$ cat src/rtl/instruction_fetch_unit.sv
// Fetch stage: owns the PC, runs a req/ack read to instruction memory and holds
// the returned word for the decoder until it is accepted or a redirect drops it.
module instruction_fetch_unit #(
    parameter logic [31:0] RESET_PC = 32'h0000_0000,
    parameter logic [31:0] PC_STEP  = 32'd4
) (
    input  logic        Clock,
    input  logic        Reset_n,
    output logic        Mem_Req,
    output logic [31:0] Mem_Addr,
    input  logic        Mem_Ack,
    input  logic [31:0] Mem_Data,
    input  logic        Stall,
    input  logic        Branch_Taken,
    input  logic [31:0] Branch_Target,
    output logic [31:0] Instruction,
    output logic [31:0] Instruction_PC,
    output logic        Instruction_Valid,
    output logic [15:0] Fetch_Count
);

    typedef enum logic [1:0] {S_FETCH, S_ISSUE, S_FLUSH} state_t;

    state_t      state_q, state_d;
    logic [31:0] pc_q, pc_d;
    logic [31:0] addr_q, addr_d;
    logic [31:0] instr_q, instr_d;
    logic [31:0] ipc_q, ipc_d;
    logic        req_q, req_d;
    logic        vld_q, vld_d;
    logic [15:0] cnt_q, cnt_d;
    logic [31:0] tgt;
    logic        acked;

    assign tgt   = Branch_Target & ~32'h3;
    assign acked = req_q & Mem_Ack;

    always_comb begin
        state_d = state_q;
        pc_d    = pc_q;
        instr_d = instr_q;
        ipc_d   = ipc_q;
        vld_d   = vld_q;
        cnt_d   = cnt_q;
        case (state_q)
            S_FETCH: begin
                if (Branch_Taken) begin
                    pc_d    = tgt;
                    instr_d = '0;
                    vld_d   = 1'b0;
                    // an unanswered request must still be drained
                    state_d = (req_q && !Mem_Ack) ? S_FLUSH : S_FETCH;
                end else if (acked) begin
                    instr_d = Mem_Data;
                    ipc_d   = pc_q;
                    vld_d   = 1'b1;
                    pc_d    = pc_q + PC_STEP;
                    state_d = S_ISSUE;
                end
            end
            S_ISSUE: begin
                if (Branch_Taken) begin
                    pc_d    = tgt;
                    instr_d = '0;
                    vld_d   = 1'b0;
                    state_d = S_FETCH;
                end else if (!Stall) begin
                    cnt_d   = cnt_q + 16'd1;
                    instr_d = '0;
                    vld_d   = 1'b0;
                    state_d = S_FETCH;
                end
            end
            S_FLUSH: begin
                if (Branch_Taken) begin
                    pc_d    = tgt;
                    instr_d = '0;
                    vld_d   = 1'b0;
                end
                if (acked) state_d = S_FETCH;
            end
            default: state_d = S_FETCH;
        endcase

        // A pending request is never withdrawn or re-addressed until acked.
        if (req_q && !Mem_Ack) begin
            req_d  = 1'b1;
            addr_d = addr_q;
        end else if (state_d == S_FETCH) begin
            req_d  = 1'b1;
            addr_d = pc_d;
        end else begin
            req_d  = 1'b0;
            addr_d = '0;
        end
    end

    always_ff @(posedge Clock or negedge Reset_n) begin
        if (!Reset_n) begin
            state_q <= S_FETCH;
            pc_q    <= RESET_PC;
            addr_q  <= '0;
            instr_q <= '0;
            ipc_q   <= '0;
            req_q   <= 1'b0;
            vld_q   <= 1'b0;
            cnt_q   <= '0;
        end else begin
            state_q <= state_d;
            pc_q    <= pc_d;
            addr_q  <= addr_d;
            instr_q <= instr_d;
            ipc_q   <= ipc_d;
            req_q   <= req_d;
            vld_q   <= vld_d;
            cnt_q   <= cnt_d;
        end
    end

    assign Mem_Req           = req_q;
    assign Mem_Addr          = addr_q;
    assign Instruction       = instr_q;
    assign Instruction_PC    = ipc_q;
    assign Instruction_Valid = vld_q;
    assign Fetch_Count       = cnt_q;

endmodule

$ cat config.mk
export PLATFORM = sky130hd
export DESIGN_NAME = instruction_fetch_unit
export DESIGN_NICKNAME = d
export VERILOG_FILES = /design/src/rtl/instruction_fetch_unit.sv
export SDC_FILE = /design/constraint.sdc
export NUM_CORES = 1
export LEC_CHECK = 0
export BUFFER_PORTS_ARGS = -buffer_cell sky130_fd_sc_hd__buf_2
export CORE_ASPECT_RATIO = 1.2
export CORE_MARGIN = 2
export CORE_UTILIZATION = 55
export DETAILED_ROUTE_END_ITERATION = 7
export PLACE_DENSITY = 0.87
export SETUP_SLACK_MARGIN = 0.02
export SLEW_MARGIN = 40
export SYNTH_ARGS = -nofsm -noshare
export SYNTH_HDL_FRONTEND = slang
export SYNTH_SLANG_ARGS = --single-unit
$ cat constraint.sdc
create_clock -name Clock -period 4.4 [get_ports Clock]
set_clock_uncertainty 0.2 [all_clocks]
set_input_delay 0.22 -clock Clock [delete_from_list [all_inputs] [get_ports Clock]]
set_output_delay 0.22 -clock Clock [all_outputs]
set_load 0.03 [all_outputs]
==> summary.md <==
| Metric | Value |
|---|---|
| Sequential Power Share | 34.2% |
| Post-synth EDFFs | 0 |
| Top cells by area, synth | dfrtp_1, a22o_1, mux2_2, o21ai_0, mux2i_1 |
| Unrepaired setup endpoints after global routing | no |
| Yosys warning count | 0 |
| Final WL | 21000 um |
| Int Power | 0.00390 W |
| GR Util met2 | 51.2% |
| Final setup TNS | 0 ps |
| CTS tree | done |
| Area share of the largest cell type after synthesis | 51.5% |
| Worst Max-Slew Pin Slew | 772 ps |
| Initial Util | 56.5% |
| Post-Place Cell Area | 0.00815 mm2 |
| Clock Tree Buf Depth | 2 |
| Final Hold Vio Count | 0 |
| Residual DRC | 0 |
| Top cells by count, synth | dfrtp_1, a22o_1, nand2_1, mux2_2, o21ai_0 |
| Rel. slew slack | 48.4% |
| First-pass DRT Iterations | 6 |
| Worst path required time | 4550 ps |
| Startpoint Class | flop |
| DP HPWL | 14100 um |
| Endpoint, Worst Hold | pc_q[3] |
| CP Data Arrival Time | 3290 ps |
| Combinational power share | 46.3% |
| Met1 GRT Util | 38.0% |
| WHS Path Cells | 3 |
| First-pass GRT wire length | 32500 um |
| Post_cts resized | 0 |
| Kind of critical path | reg -> reg |
| Die W | 108 um |
| Reg2Reg Depth | 8 |
| IO Pins | 183 |
| Register area share after synthesis | 51.5% |
| Met3 usage | 6.99% |
| Mapped Nets | 712 |
| Syn Area/Cell | 11.3 um2 |
| Ys async rst share | 100% |
| Avg Vias per Cell | 6.13 |
| Status | completed |
| Layout cells sized above 1 | 32.7% |
| Sw Pwr | 0.00338 W |
| CP Max Fanout | 17 |
| P_leak | 4.58 nW |
| Netlist Area Pre-Place | 0.00719 mm2 |
| FF-to-FF End | Mem_Addr[5] |
| Netlist cell types | 79 |
| Switching Share | 46.4% |
| GRT Util Overall | 30.1% |
| First DRT Iteration DRCs | 609 |
| CTS sink count | 148 |
| Clock-pin slew on the worst setup and hold paths | 60 ps |
| Synth area leader | dfrtp_1 |
| VDD IR max | 0.477 mV |
| N_diodes | 0 |
| CORE AREA | 0.0127 mm2 |
| Final cell count without fillers | 1032 |
| Initial antenna violation count | 0 |
| H-tree depth | 4 |
| Final Net Count | 930 |
| #FFs+latches synth | 148 |
| Routability cong. | 0.966 |
| Largest net degree at the start of global routing | 111 |
| Count of pins over their slew limit | 0 |
| Worst skew pair latency | 420 ps |
| Hold wc startpoint | Branch_Target[3] |
| Clock Power Share | 19.5% |
| Count leader, synth | dfrtp_1 |
| CTS Buf Count | 17 |
| Max Cap Viol | 0 |
| Placed Cells | 949 |
| Die Ht | 129 um |
| Final Cycle Share | 71.3% |
| Grt peak-use layer | met2 |
| Vias in the first global route | 6186 |
| CTS root buffer | clkbuf_16 |
| Worst hold path class | in -> reg |
| Crit end category | flop |
| Design area | 0.00926 mm2 |
| Final setup fails | 0 |
| R2r startpoint | state_q[0] |
| Via count | 6324 |
| Post-Synthesis Cells | 637 |
| Fmax | 319 MHz |
| Final ANT Viol Nets | 0 |
| Area grow syn2layout | 28.8% |
| Drt wl/cell | 20.3 um |
| Synth Flop Type | dfrtp_1 |
| IO buf count | 180 |
| Core Rows | 45 |
| Fillers | 849 |
| Die area | 0.0140 mm2 |
| Worst reg-to-reg setup slack | 1260 ps |
| PwrDens | 786 mW/mm2 |
| GRT overflow | 0 |
| Crit path time final | 3140 ps |
-- critical path, stage by stage, from the launching register on --
cell and delay [ps]:
dfrtp_1 410, inv_1 150, ha_1 590, nand4b_1 730
buf_4 470, o21ai_0 160, nand2_1 60, o21ai_0 140
a22o_1 180
-- power by group through the flow --
stage	Combinational, W	Sequential, W	Clock [W]
after global routing	0.00358	0.00254	0.00150
after floorplan	0.00162	0.00311	0
after global placement	0.00316	0.00242	0
final	0.00337	0.00249	0.00142
after CTS	0.00332	0.00245	0.00144
after detailed placement	0.00328	0.00246	0
-- kinds of logic after synthesis --
logic type | count (synthesis) | share of synthesized area, %
buffers and inverters | 63 | 4.61
and+or+nand+nor | 184 | 15.6
xor gates and xnor gates | 17 | 2.07
adders and majority gates | 6 | 1.04
muxes | 50 | 7.60
DFF | 148 | 51.5
AOI/OAI and AO/OA | 169 | 17.6
-- sequential cells by signal (all words and copies together), names as in the netlist --
register,flops
Fetch_Count,16
Instruction_Valid,1
Instruction_PC,32
Mem_Addr,32
pc_q,32
Instruction,32
Mem_Req,1
state_q,2
-- cells in the final DEF, fill, tap and decap left out, types with 6 or more instances in the layout --
cell           synthesis  final
xnor2_1               12     12
mux2_2                33     33
a22o_1                53     53
nand4_1               18     18
nor2b_1                7      6
mux2i_1               16     16
nand2b_1               6      6
o31ai_1                8      8
and2_1                 8      8
and3_1                15     15
clkbuf_16              0     17
a222oi_1               6      6
o21ai_0               33     31
nand2_1               39     39
dlygate4sd3_1          0     50
inv_1                 20     20
a21oi_1               15     15
a31oi_1                6      6
dfrtp_1              148    148
buf_2                 16    179
buf_4                  4      9
nand3_1               21     21
a22oi_1               10     10
nor2_1                29     29
-- area by class of cell --
class | instances | area, um2 | area share [%]
Timing Repair Buffer | 241 | 1520 | 16.4
Sequential cell | 148 | 3700 | 40.0
Clock inverter | 14 | 140 | 1.51
Inverter | 21 | 78.8 | 0.851
Multi-Input combinational cell | 426 | 3170 | 34.3
Tap cell | 164 | 205 | 2.22
Clock buffer | 18 | 439 | 4.74
-- per-stage QoR --
step / hold WS, ps / power (W) / worst slack [ps] / utilization, %
2_1_floorplan: -276 / 0.00473 / 2100 / -
3_3_place_gp: 184 / 0.00558 / 1480 / 63.9
3_5_place_dp: 127 / 0.00574 / 1340 / 64.0
4_1_cts: 2.69 / 0.00721 / 1340 / 72.5
5_1_grt: 13.8 / 0.00762 / 1060 / 72.8
6_report: 20.1 / 0.00727 / 1260 / 72.8
-- metal layers --
metal  vias to the layer above  part of all wire (%)  routed length (um)
met5                         -                     0                   0
li1                       2830                     -                   -
met2                       349                    50               10600
met1                      3084                    39                8130
met4                         0                   2.8                 595
met3                        61                   7.8                1640
-- how the worst max path moves through the flow --
stage | slack, ps | endpoint | from
6_report | 1260 | Mem_Addr[5] | state_q[0]
5_1_grt | 1060 | Mem_Addr[5] | state_q[0]
4_1_cts | 1340 | Mem_Addr[15] | Mem_Req
3_5_place_dp | 1340 | Instruction[19] | state_q[1]
3_3_place_gp | 1480 | Mem_Addr[15] | Mem_Req
2_1_floorplan | 2100 | Mem_Addr[28] | Mem_Req
-- what timing repair did --
action	4_1_cts	5_1_grt
hold buffers	50	0
buffers inserted	0	0
hold endpoints to repair	160	0
Note: power is estimated with default switching activity, not from simulation.
